--- src/rtl/fa_serial_ctrl.sv ---
// Bit-serial adder controller: one FA cell sequenced LSB-first over WIDTH bits,
// with a start handshake for operands and a valid/ack handshake for the result.

// Single-bit full adder cell shared by the serial datapath.
module FA (
    input  logic iA,
    input  logic iB,
    input  logic iC,
    output logic oS,
    output logic oC
);

    assign oS = iA ^ iB ^ iC;
    assign oC = (iA & iB) | (iA & iC) | (iB & iC);

endmodule

module fa_serial_ctrl #(
    parameter int unsigned WIDTH = 8
) (
    input  logic             iClk,
    input  logic             iRst,
    input  logic             iStart,
    input  logic [WIDTH-1:0] iA,
    input  logic [WIDTH-1:0] iB,
    input  logic             iC,
    output logic             oReady,
    output logic             oBusy,
    output logic             oValid,
    input  logic             iAck,
    output logic [WIDTH-1:0] oS,
    output logic             oC
);

    localparam int unsigned    CNT_W = (WIDTH > 1) ? $clog2(WIDTH) : 1;
    localparam logic [CNT_W-1:0] LAST = CNT_W'(WIDTH - 1);

    typedef enum logic [1:0] {
        IDLE = 2'd0,
        RUN  = 2'd1,
        DONE = 2'd2
    } state_t;

    state_t             state_q;
    state_t             state_d;
    logic [WIDTH-1:0]   op_a;
    logic [WIDTH-1:0]   op_b;
    logic [WIDTH-1:0]   sum_sr;
    logic [WIDTH-1:0]   sum_next;
    logic               carry;
    logic [CNT_W-1:0]   cnt;
    logic               last_bit;
    logic               fa_s;
    logic               fa_c;

    FA u_fa (
        .iA (op_a[0]),
        .iB (op_b[0]),
        .iC (carry),
        .oS (fa_s),
        .oC (fa_c)
    );

    assign last_bit = (cnt == LAST);
    // New sum bit enters at the MSB while earlier bits move toward the LSB.
    assign sum_next = (sum_sr >> 1) | (WIDTH'(fa_s) << (WIDTH - 1));

    // State register.
    always_ff @(posedge iClk or posedge iRst) begin
        if (iRst) begin
            state_q <= IDLE;
        end else begin
            state_q <= state_d;
        end
    end

    // Next-state logic; start only matters in IDLE, ack only in DONE.
    always_comb begin
        state_d = state_q;
        case (state_q)
            IDLE: if (iStart)   state_d = RUN;
            RUN:  if (last_bit) state_d = DONE;
            DONE: if (iAck)     state_d = IDLE;
            default:            state_d = IDLE;
        endcase
    end

    // Handshake outputs registered from the next state so they track state_q exactly.
    always_ff @(posedge iClk or posedge iRst) begin
        if (iRst) begin
            oReady <= 1'b1;
            oBusy  <= 1'b0;
            oValid <= 1'b0;
        end else begin
            oReady <= (state_d == IDLE);
            oBusy  <= (state_d == RUN);
            oValid <= (state_d == DONE);
        end
    end

    // Serial datapath: capture on start, shift one bit per RUN cycle, publish at the last bit.
    always_ff @(posedge iClk or posedge iRst) begin
        if (iRst) begin
            op_a   <= '0;
            op_b   <= '0;
            sum_sr <= '0;
            carry  <= 1'b0;
            cnt    <= '0;
            oS     <= '0;
            oC     <= 1'b0;
        end else begin
            case (state_q)
                IDLE: begin
                    if (iStart) begin
                        op_a   <= iA;
                        op_b   <= iB;
                        carry  <= iC;
                        sum_sr <= '0;
                        cnt    <= '0;
                    end
                end
                RUN: begin
                    op_a   <= op_a >> 1;
                    op_b   <= op_b >> 1;
                    carry  <= fa_c;
                    sum_sr <= sum_next;
                    cnt    <= cnt + CNT_W'(1);
                    if (last_bit) begin
                        oS <= sum_next;
                        oC <= fa_c;
                    end
                end
                default: ;
            endcase
        end
    end

endmodule

--- config.mk ---
export PLATFORM = sky130hd
export DESIGN_NAME = fa_serial_ctrl
export DESIGN_NICKNAME = d
export VERILOG_FILES = /design/src/rtl/fa_serial_ctrl.sv
export SDC_FILE = /design/constraint.sdc
export NUM_CORES = 1
export LEC_CHECK = 0
export BUFFER_PORTS_ARGS = -buffer_cell sky130_fd_sc_hd__buf_2
export CORE_ASPECT_RATIO = 0.6
export CORE_MARGIN = 2
export CORE_UTILIZATION = 49
export CTS_CLUSTER_SIZE = 12
export DETAILED_ROUTE_END_ITERATION = 10
export PLACE_DENSITY_LB_ADDON = 0.05
export SLEW_MARGIN = 20
export SYNTH_ARGS = -nofsm -noshare
export SYNTH_HDL_FRONTEND = slang
export SYNTH_SLANG_ARGS = --single-unit
--- constraint.sdc ---
create_clock -name iClk -period 1.48 [get_ports iClk]
set_clock_uncertainty 0.05 [all_clocks]
set_input_delay 0.296 -clock iClk [delete_from_list [all_inputs] [get_ports iClk]]
set_output_delay 0.296 -clock iClk [all_outputs]
set_load 0.05 [all_outputs]
After elaboration in Yosys (flattened, before gate mapping)
Cells that the tools add are included.
{"block": "word_totals", "regBits": 42, "latch_bits": 0, "ramBits": 0, "mem_bits_ro": 0, "in_bits": 21, "elab_cells": 45, "n_memories": 0}
{"block": "classes", "add_sub_neg": 1, "n_mul": 0, "div_mod_pow": 0, "n_lt_le_gt_ge": 0, "eq_ne": 6, "shift": 0, "muxes": 14, "n_bitwise": 8, "reduce_logical": 5}
{"op": "one-hot mux 8 bit (2 select lines)", "count": 3}
{"op": "2-to-1 mux 8 bit", "count": 3}
{"op": "OR 7 x 8 -> 8 bit", "count": 1}
{"op": "2-to-1 mux 2 bit", "count": 3}
{"op": "one-hot mux 2 bit (3 select lines)", "count": 1}
{"op": "one-hot mux 3 bit (2 select lines)", "count": 1}
{"op": "equality test 2 x 1 -> 1 bit, second input constant", "count": 2}
{"op": "equality test 2 bit, second input constant", "count": 2}
{"op": "zero test 2 bit", "count": 2}
{"op": "AND reduction 2 bit", "count": 2}
{"op": "adder 3 x 1 -> 3 bit, second input constant", "count": 1}
{"op": "bitwise AND 1 bit", "count": 3}
{"op": "equality test 3 bit, second input constant", "count": 1}
{"op": "2-to-1 mux 3 bit", "count": 1}
{"op": "!= test 2 bit, second input constant", "count": 1}
{"op": "OR 1 bit", "count": 2}
{"op": "one-hot mux 1 bit (2 select lines)", "count": 1}
{"op": "nonzero test 2 bit", "count": 1}
{"op": "bitwise XOR 1 bit", "count": 2}
{"op": "2-to-1 mux 1 bit", "count": 1}

Longest topological paths before layout
Gate-level depths: netlist of run 1.
{"block": "depth", "depth_word": 4, "mapped_depth": 5, "depth_no_buf": 4}

Cells and area by module
A second synthesis of run 1 with hierarchy kept.
{"block": "unflattened", "cells_unflattened": 143, "hier_area_um2": 1798.0}
{"mod": "fa_serial_ctrl", "n_inst": 1, "cells_per_inst": 142, "area_per_inst_um2": 1778.0, "seq_area_each_um2": 1027.2}
{"mod": "FA", "n_inst": 1, "cells_per_inst": 1, "area_per_inst_um2": 20.0, "seq_area_each_um2": 0.0}

Least setup slack after synthesis of run 1
OpenSTA, ideal clock, no wires.
{"block": "synth_path", "kind": "reg-to-reg", "startpoint": "reg cnt[0]", "endpoint": "reg oS[0]", "setup_ns": 0.128, "t_arrival_ns": 1.360, "slack_ns": -0.058, "path_stages_with_launch": 6, "path_buffers": 1, "cell_sequence": "dfrtp_1 -> ha_1 -> ha_1 -> nand3b_1 -> buf_2 -> mux2_1"}
{"block": "synth_via", "elab_chain_cells": 2}
{"item": "from (decl)", "line_no": "51", "text": "logic [CNT_W-1:0] cnt;"}
{"item": "from (signal assigned)", "line_no": "127", "text": "cnt <= cnt + CNT_W'(1);"}
{"item": "equality test 3 bit", "line_no": "64", "text": "assign last_bit = (cnt == LAST);"}
{"item": "AND reduction 2 bit (no source line)"}
{"item": "to (signal assigned)", "line_no": "129", "text": "oS <= sum_next;"}
{"item": "to (decl)", "line_no": "31", "text": "output logic [WIDTH-1:0] oS,"}
No other way between the ends.
A chain may end at the register's enable or synchronous reset.

Final worst setup path of run 1
Same ends and word-level chain as after synthesis.

==> results.md, run 1 <==
* Clock latency on the worst-skew pair at 0.28 ns
* Area growth, synth to finish at 24.1%
* Failing checks: negative setup slack
* FF-to-FF End: oS[0]$_DFFE_PP0P_
* RePlAce Congestion at 0.805
* Filler cell count at 293
* Grt ovf at 0
* Initial antenna violation count at 0
* CP Capture Type: flop
* Initial Utilization at 0.504
* Syn Nets at 173
* Setup TNS at -0.182 ns
* Ratio of cells with drive above 1 in the final layout at 0.363
* Iteration-0 DRC Markers at 55
* Final Hold Viols at 0
* Worst slew margin at 0.741
* Total CTS buffers at 5
* Minimum clock period at 1.51 ns
* # setup viols final at 7
* CTS Hold Bufs at 0
* Die ar. at 4240 µm²
* Die Y at 51.3 µm
* Setup WS pre-CTS at -0.0481 ns
* Core Region at 3620 µm²
* Yosys top cell area share at 0.549
* Tot GR Track Use at 0.201
* Status: complete, but fails checks
* Cell Rows at 17
* DRT Pass-1 Iters at 4
* Synthesized cell area at 1820 µm²
* WL/cell at 16.7 µm
* Final period util at 1.02
* Total number of vias at 1317
* Worst Path Max Fanout at 7
* Slew Limit Fails at 0
* Syn avg cell area at 12.2 µm²
* Worst reg2reg path depth at 5
* WP data required at 1.60 ns
* HP Class: in -> async
* RSZ-0062 raised after global routing: true
* Flip-flop and latch count after synthesis at 41
* Seq/Total Area, Yosys at 0.563
* PnR worst setup slack at -0.0329 ns
* H-tree depth at 2
* Slew @ Worst Pin at 0.384 ns
* Post-layout util at 0.626
* Largest cells by area after synthesis: dfrtp_1 55%, nor4b_1 7.2%, a221oi_1 5.8%
* Io pins at 33
* Max Clock Freq at 0.661 GHz
* Area of the multi-input gates at 714 µm²
* Vias/cell at 5.56
* Pwr dens at 2210 nW/µm²
* Post-DP HPWL at 2480 µm
* Setup CP Type: reg -> reg
* Synth warn at 0
* Flop2flop setup slack at -0.03 ns
* Antenna cells at 0
* Final nets at 213
* Clk root buf: clkbuf_8
* Largest net degree at the start of global routing at 42
* Max VDD drop at 1.32 mV
* Reg-to-reg startpoint: cnt[0]$_DFFE_PP0P_
* TritonCTS clock tree: yes
* CTS Sinks at 41
* Remaining DRCs at 0
* Register area at 1030 µm²
* Synth unique cells at 25
* CTS max path bufs at 2
* Final ANT Viol Nets at 0
* Max Cap Viol at 0
* Worst-path clk slew at 0.08 ns
* Vias in the first global route at 1248
* Synthesized instance count at 149
* Final wirelength at 3970 µm
* Cell taking the most area after synthesis: dfrtp_1
* Startpoint types: flop
* Die width at 82.8 µm
* Leakage power at 1.11 nW
* PortBufs at 32
* CP arrival at 1.63 ns
* First-pass GRT wire length at 6200 µm
## cell usage after synthesis
| cell | n |
|---|---|
| nor2_1 | 11 |
| nor4b_1 | 15 |
| mux2i_1 | 2 |
| dfrtp_1 | 40 |
| clkbuf_1 | 1 |
| nor3b_1 | 1 |
| inv_1 | 19 |
| mux2_2 | 2 |
| and2b_1 | 1 |
| o21ai_0 | 2 |
| buf_4 | 2 |
| mux2_1 | 6 |
| dfstp_2 | 1 |
| nand2b_1 | 3 |
| buf_2 | 8 |
| clkbuf_2 | 1 |
| ha_1 | 2 |
| a221oi_2 | 3 |
| a21oi_1 | 2 |
| fa_1 | 1 |
| a22o_1 | 11 |
| a221oi_1 | 12 |
| nand3b_1 | 1 |
| o21a_1 | 1 |
| o21bai_4 | 1 |
## worst max-delay path by stage
stage / endpoint / slack, ns / startpoint / depth (start not counted)
after global placement: oS[1]$_DFFE_PP0P_ / -0.02 / cnt[0]$_DFFE_PP0P_ / 5
after detailed placement: oS[0]$_DFFE_PP0P_ / -0.05 / cnt[0]$_DFFE_PP0P_ / 5
final: oS[0]$_DFFE_PP0P_ / -0.03 / cnt[0]$_DFFE_PP0P_ / 5
after CTS: oS[0]$_DFFE_PP0P_ / -0.01 / cnt[1]$_DFFE_PP0P_ / 5
after global routing: oS[2]$_DFFE_PP0P_ / -0.07 / cnt[0]$_DFFE_PP0P_ / 5
after floorplan: oS[0]$_DFFE_PP0P_ / 0.004 / cnt[0]$_DFFE_PP0P_ / 5
## per-stage QoR
stage / area (µm²) / std cells / power (mW) / hold slack (ns)
floorplan: 1830 / 149 / 3.47 / 0.379
global placement: 2080 / 226 / 3.94 / 0.314
detailed placement: 2080 / 226 / 4.02 / 0.327
CTS: 2230 / 235 / 4.90 / 0.0236
global route: 2260 / 237 / 5.32 / 0.0270
finish: 2260 / 237 / 5.01 / 0.0173
## registers in the layout, summed over array words and instances, names as in the netlist
name / count
oBusy: 1
op_a: 8
carry: 1
oS: 8
op_b: 8
oC: 1
oValid: 1
cnt: 3
oReady: 1
state_q: 2
sum_sr: 7
## area by class of cell
class	instances	area share
Sequential cell	41	0.454
Tap cell	47	0.0260
Multi-Input combinational cell	77	0.316
Inverter	19	0.0315
Clock inverter	1	0.00221
Timing Repair Buffer	45	0.128
Clock buffer	7	0.0426
## what timing repair did
| action | CTS | global route |
|---|---|---|
| gates resized for setup | 10 | 4 |
| pin swaps | 1 | 2 |
| buffers inserted | 1 | 2 |
| setup endpoints to repair | 7 | 12 |
## layer usage
metal  up-vias  GRT usage  wire length, µm
li1        617          -                -
met1       664      0.308             2070
met2        32      0.281             1690
met3         4     0.0495              172
met4         0     0.0601               39
met5         -          0                0
## placed cells by master (no fill, tap or decap), types with 7 or more instances in the layout
cell	count
a22o_1	11
buf_2	32
nor2_1	11
dfrtp_1	40
clkbuf_8	7
inv_1	19
a221oi_1	12
buf_4	9
mux2_4	7
nor4b_1	15
## kinds of logic after synthesis
family / count (synthesis) / share of synthesized area
buffers and inverters: 31 / 0.0741
AO/OA/AOI/OAI: 32 / 0.160
AND/OR/NAND/NOR: 32 / 0.117
flip-flops: 41 / 0.563
multiplexers: 10 / 0.0604
adder cells (fa/ha/maj): 3 / 0.0247
## where the power goes
part / leakage [nW] / switching [mW] / internal (mW)
clock: 0.0542 / 0.362 / 0.421
combinational: 0.559 / 1.34 / 0.972
sequential: 0.502 / 0.304 / 1.61
total: 1.11 / 2.00 / 3.00
## critical path: stages, from the launching register on
cell      delay (ns)
dfrtp_1         0.42
ha_4            0.18
ha_4            0.15
nand3b_1        0.14
buf_6           0.16
mux2_4          0.30
Power figures use the tool's default switching activity.
==> run 2, diff against run 1 <==
- CORE_UTILIZATION: 49 -> 54
- clock period: 1.48 -> 1.6 ns (I/O delays scaled with it)
==> run 2 against run 1 <==
Compared with the run above:
- the run now ends clean
- total power decreased by 11%
- via count decreased by 3.2%
- critical path depth unchanged
- non-clock buffer count decreased by 3
- worst setup slack improved by 0.079 ns
- sequential power decreased by 8%
- sequential share of layout area increased by 1.6 points
- critical endpoint is now oS[6]$_DFFE_PP0P_
- die area decreased by 8.7%
- first-iteration DRC count increased by 47%
- final area decreased by 3.4%
- largest cell class unchanged
==> results.md, run 2 (synthesis gave the netlist of run 1 again) <==
* Io pins at 33 (unchanged)
* HP Class: in -> async
* PortBufs at 32 (unchanged)
* Commonest non-fill, non-tap cell in the layout: dfrtp_1
* Max Cap Viol at 0 (unchanged)
* WP data required at 1.73 ns (+0.13 ns)
* CTS Sinks at 41 (unchanged)
* Worst slew margin at 0.664 (-0.0767)
* FF-to-FF End: oS[6]$_DFFE_PP0P_
* Flop2flop setup slack at 0.05 ns (+0.08 ns)
* Grt ovf at 0 (unchanged)
* Final period util at 0.971 (-0.0513)
* Critical path's slowest cell: dfrtp_1
* Total CTS buffers at 5 (unchanged)
* Most frequent cells in the layout: 40 x dfrtp_1, 32 x buf_2, 19 x inv_1, 15 x nor4b_1, 12 x a221oi_1
* Max VDD drop at 0.891 mV (-32%)
* Minimum clock period at 1.55 ns (+0.0406 ns)
* Post-DP HPWL at 2390 µm (-3.7%)
* CTS Hold Bufs at 0 (unchanged)
* CP peak stage delay at 0.40 ns (-0.02 ns)
* Top cell by count, worst path: ha_1
* Total number of vias at 1275 (-3.2%)
* TritonCTS clock tree: yes
* Largest net degree at the start of global routing at 42 (unchanged)
* Ratio of cells with drive above 1 in the final layout at 0.316 (-0.0476)
* Final ANT Viol Nets at 0 (unchanged)
* Register area at 1030 µm² (unchanged)
* Cell Rows at 16 (-1)
* Status: completed
* Remaining DRCs at 0 (unchanged)
* Top Registers: oS x8, op_a x8, op_b x8
* H-tree depth at 2 (unchanged)
* # setup viols final at 0 (-7)
* Die Y at 49.0 µm (-4.4%)
* WL/cell at 15.8 µm (-5.5%)
* Initial Utilization at 0.563 (+0.0580)
* CP Capture Type: flop
* Vias/cell at 5.50 (-1.1%)
* Vias in the first global route at 1246 (-0.16%)
* Die width at 79.0 µm (-4.5%)
* Slew Limit Fails at 0 (unchanged)
* Worst Path Max Fanout at 11 (+4)
* CTS max path bufs at 2 (unchanged)
* Die ar. at 3870 µm² (-8.7%)
* Area growth, synth to finish at 19.8%
* Final nets at 210 (-1.4%)
* CP cell instances: ha_1 > ha_1 > nand3b_1 > buf_12 > mux2_2
* Tot GR Track Use at 0.209 (+0.00776)
* Initial antenna violation count at 0 (unchanged)
* CP arrival at 1.68 ns (+0.05 ns)
* Pwr dens at 2030 nW/µm² (-8.0%)
* Worst-path clk slew at 0.08 ns (about the same)
* Final wirelength at 3670 µm (-7.5%)
* Clock latency on the worst-skew pair at 0.29 ns (about the same)
* Reg-to-reg startpoint: cnt[0]$_DFFE_PP0P_
* Antenna cells at 0 (unchanged)
* RePlAce Congestion at 0.781 (-3.0%)
* Clk root buf: clkbuf_8
* Setup CP Type: reg -> reg
* Final Cell Area at 2190 µm² (-3.4%)
* Filler cell count at 258 (-12%)
* Slew @ Worst Pin at 0.504 ns (+0.120 ns)
* Core Region at 3240 µm² (-10%)
* Leakage power at 1.08 nW (-2.7%)
* Iteration-0 DRC Markers at 81 (+47%)
* Startpoint types: flop
* Max Clock Freq at 0.644 GHz (-2.6%)
* Placed instance area at 2060 µm² (-0.84%)
* Final Hold Viols at 0 (unchanged)
* DRT Pass-1 Iters at 4 (unchanged)
* Setup TNS at 0 ns (+0.182 ns)
* First-pass GRT wire length at 6100 µm (-1.7%)
* Worst reg2reg path depth at 5 (unchanged)
* Area of the multi-input gates at 669 µm² (-6.3%)
-- run 2: changes by cell type in the layout (fill, tap and decap cells not counted), sizes merged --
| cell | delta |
|---|---|
| buf | -3 |
-- run 2: worst max path at each step --
stage | from | end | slack (ns) | depth (start not counted)
finish | cnt[0]$_DFFE_PP0P_ | oS[6]$_DFFE_PP0P_ | 0.05 | 5
detailed placement | cnt[0]$_DFFE_PP0P_ | oS[5]$_DFFE_PP0P_ | 0.06 | 5
floorplan | cnt[0]$_DFFE_PP0P_ | oS[0]$_DFFE_PP0P_ | 0.06 | 5
CTS | cnt[0]$_DFFE_PP0P_ | oS[5]$_DFFE_PP0P_ | 0.04 | 5
global route | cnt[0]$_DFFE_PP0P_ | oS[2]$_DFFE_PP0P_ | -0.004 | 5
global placement | cnt[0]$_DFFE_PP0P_ | oS[6]$_DFFE_PP0P_ | 0.08 | 5
-- run 2: stage by stage --
step | hold WS (ns) | instances | util | worst slack (ns) | total power [mW]
finish | 0.0326 | 232 | 0.674 | 0.0465 | 4.45
global route | 0.0489 | 232 | 0.674 | -0.00406 | 4.75
CTS | 0.0378 | 230 | 0.667 | 0.0434 | 4.42
detailed placement | 0.354 | 222 | 0.636 | 0.0554 | 3.67
global placement | 0.339 | 222 | 0.636 | 0.0838 | 3.59
floorplan | 0.403 | 149 | - | 0.0619 | 3.21
-- run 2: what timing repair did --
| item | in CTS | in global routing |
|---|---|---|
| setup buffers | 0 | 2 |
| resized for setup | 0 | 2 |
| endpoints found under the setup margin | 0 | 6 |
-- run 2: area by class of cell --
cell class                 count  area share
clock buffer                   7      0.0441
clock inverter                 1     0.00229
inverter                      19      0.0326
multi-input combinational     77       0.306
sequential                    41       0.470
tap                           45      0.0258
timing repair buffer          42       0.119
-- run 2: layer usage --
layer,up-vias,share of wire,track usage
met5,-,0,0
met3,0,0.040,0.0593
met2,21,0.44,0.306
met1,640,0.52,0.310
met4,0,0,0.0517
li1,614,-,-
-- run 2: report_power, final --
part / switching [mW] / leakage [nW] / total (mW) / internal (mW)
Sequential: 0.265 / 0.502 / 1.75 / 1.49
Clock: 0.350 / 0.0542 / 0.740 / 0.390
Combinational: 1.18 / 0.528 / 1.95 / 0.776
-- run 2: critical path, delay by kind of cell, from the launching register on --
family        cells  cell delay (ns)
fa+ha+maj         2             0.38
buf+inv           1             0.15
flops             1             0.40
mux               1             0.33
simple gates      1             0.13
==> run 3, diff against run 2 <==
- CORE_UTILIZATION: 54 -> 55
- CTS_BUF_LIST: unset -> sky130_fd_sc_hd__clkbuf_8 sky130_fd_sc_hd__clkbuf_16
- clock period: 1.6 -> 1.95 ns (I/O delays scaled with it)
==> run 3 against run 2 <==
Compared with the run above:
- clock power down 29%
- fmax down 5.9%
- sequential share of layout area up 1.5 points
- die area down 1.7%
- largest cell class unchanged
==> results.md, run 3 (synthesis gave the netlist of run 1 again) <==
* Status: completed
* RePlAce Congestion at 0.713 (-8.8%)
* Vias in the first global route at 1308 (+5.0%)
* Core Region at 3200 µm² (-1.2%)
* Cell Rows at 16 (unchanged)
* Most frequent cells in the layout: 40 x dfrtp_1, 32 x buf_2, 20 x inv_1, 15 x nor4b_1, 12 x a221oi_1
* Worst Path Max Fanout at 14 (+3)
* CTS Hold Bufs at 0 (unchanged)
* Sw Ratio at 0.412 (+0.00917)
* TritonCTS clock tree: yes
* Setup TNS at 0 ns (unchanged)
* Die Y at 48.6 µm (-0.84%)
* Die width at 78.4 µm (-0.87%)
* CP cell instances: buf_4 > and2b_1 > a221oi_1
* Minimum clock period at 1.65 ns (+0.0969 ns)
* Combinational power share at 0.444 (+0.005)
* Final ANT Viol Nets at 0 (unchanged)
* Worst slew margin at 0.657 (-0.00740)
* Sequential share of power at 0.406 (+0.012)
* Final Power at 3.50 mW (-21%)
* Clock latency on the worst-skew pair at 0.28 ns (about the same)
* Grt ovf at 0 (unchanged)
* Final nets at 208 (-0.95%)
* Slew @ Worst Pin at 0.515 ns (+0.0111 ns)
* RSZ-0062 raised after global routing: false
* Leakage power at 1.05 nW (-3.0%)
* PortBufs at 32 (unchanged)
* Pwr dens at 1650 nW/µm² (-19%)
* Critical path's slowest cell: dfrtp_1
* Antenna cells at 0 (unchanged)
* CP arrival at 1.78 ns (+0.10 ns)
* Top Registers: oS x8, op_a x8, op_b x8
* Net Sw Power at 1.44 mW (-19%)
* Setup Buffers After CTS at 0 (unchanged)
* Max Clock Freq at 0.606 GHz (-5.9%)
* CP peak stage delay at 0.54 ns (+0.14 ns)
* Internal at 2.06 mW (-22%)
* Final Hold Viols at 0 (unchanged)
* Worst reg2reg path depth at 3 (-2)
* Area growth, synth to finish at 16.2%
* DRT Pass-1 Iters at 4 (unchanged)
* CP Capture Type: flop
* H-tree depth at 2 (unchanged)
* Commonest non-fill, non-tap cell in the layout: dfrtp_1
* CTS max path bufs at 2 (unchanged)
* Die ar. at 3810 µm² (-1.7%)
* Clock network power share at 0.150 (-0.016)
* CTS Sinks at 41 (unchanged)
* # setup viols final at 0 (unchanged)
* Post-CTS Resized at 0 (unchanged)
* Non-filler instance count after layout at 230 (-0.86%)
* Max VDD drop at 0.760 mV (-15%)
* Final wirelength at 3640 µm (-0.82%)
* Clk root buf: clkbuf_8
* Post-DP HPWL at 2560 µm (+7.3%)
* Final period util at 0.846 (-0.125)
* Iteration-0 DRC Markers at 122 (+51%)
* Total number of vias at 1312 (+2.9%)
* Worst-path clk slew at 0.08 ns (about the same)
* Ratio of cells with drive above 1 in the final layout at 0.292 (-0.0236)
* Max Cap Viol at 0 (unchanged)
* Startpoint types: flop
* WP data required at 2.08 ns (+0.35 ns)
* Largest net degree at the start of global routing at 42 (unchanged)
* WL/cell at 15.8 µm (about the same)
* Vias/cell at 5.70 (+3.8%)
* Initial Utilization at 0.570 (+0.00703)
* Placed cell count at 222 (unchanged)
* Io pins at 33 (unchanged)
* Total CTS buffers at 5 (unchanged)
* Slew Limit Fails at 0 (unchanged)
* Remaining DRCs at 0 (unchanged)
* First-pass GRT wire length at 6400 µm (+4.9%)
* Setup CP Type: reg -> reg
* Initial antenna violation count at 0 (unchanged)
* Tot GR Track Use at 0.220 (+0.0105)
* HP Class: in -> async
==> run 3: cell count changes in the layout (fill, tap and decap cells not counted) <==
cell | previous run | this run
buf_12 | 2 | 0
clkbuf_8 | 7 | 5
clkinv_2 | 1 | 2
inv_1 | 19 | 20
mux2_1 | 4 | 6
mux2_4 | 2 | 0
==> run 3: cell type report <==
type	count	area [µm²]
Clock buffer	5	68.8
Clock inverter	3	13.8
Fill cell	255	1080
Inverter	19	71.3
Multi-Input combinational cell	77	662
Sequential cell	41	1030
Tap cell	45	56.3
Timing Repair Buffer	40	220
==> run 3: per-layer routing <==
layer	vias up	global-route usage	wire [µm]
li1	605	-	-
met1	656	0.341	1860
met2	47	0.312	1540
met3	4	0.0522	217
met4	0	0.0585	28
met5	-	0	0
==> run 3: power by group through the flow <==
stage	clock, mW	combinational (mW)	sequential [mW]
after global routing	0.565	1.72	1.46
after global placement	0	1.51	1.41
after floorplan	0	0.922	1.71
after detailed placement	0	1.56	1.43
after CTS	0.532	1.57	1.42
final	0.524	1.55	1.42
==> run 3: critical path, delay by kind of cell (launching register included) <==
kind / cells / cell delay [ns]
flip-flops: 1 / 0.54
AO/OA/AOI/OAI: 1 / 0.37
buffers and inverters: 1 / 0.22
AND/OR/NAND/NOR: 1 / 0.37
==> run 3: path summary, 6_finish.rpt <==
path                                      startpoint                  end  slack, ns
worst max-delay path            state_q[1]$_DFF_PP0_  op_b[1]$_DFFE_PP0P_       0.30
worst min-delay path                            iRst    oS[0]$_DFFE_PP0P_       0.17
worst max register to register  state_q[1]$_DFF_PP0_  op_b[1]$_DFFE_PP0P_       0.30
worst min register to register     oS[4]$_DFFE_PP0P_    oS[4]$_DFFE_PP0P_       0.44
max in group asynchronous                       iRst     oReady$_DFF_PP1_       1.33
min in group iClk                              iA[7]  op_a[7]$_DFFE_PP0P_       0.26
==> run 3: metrics by stage <==
step / area [µm²] / worst slack, ns / utilization / hold slack (ns)
3_5_place_dp: 2040 / 0.311 / 0.636 / 0.427
5_1_grt: 2120 / 0.171 / 0.662 / 0.240
2_1_floorplan: 1820 / 0.412 / - / 0.409
3_3_place_gp: 2040 / 0.350 / 0.636 / 0.421
4_1_cts: 2120 / 0.289 / 0.662 / 0.185
6_report: 2120 / 0.300 / 0.662 / 0.167
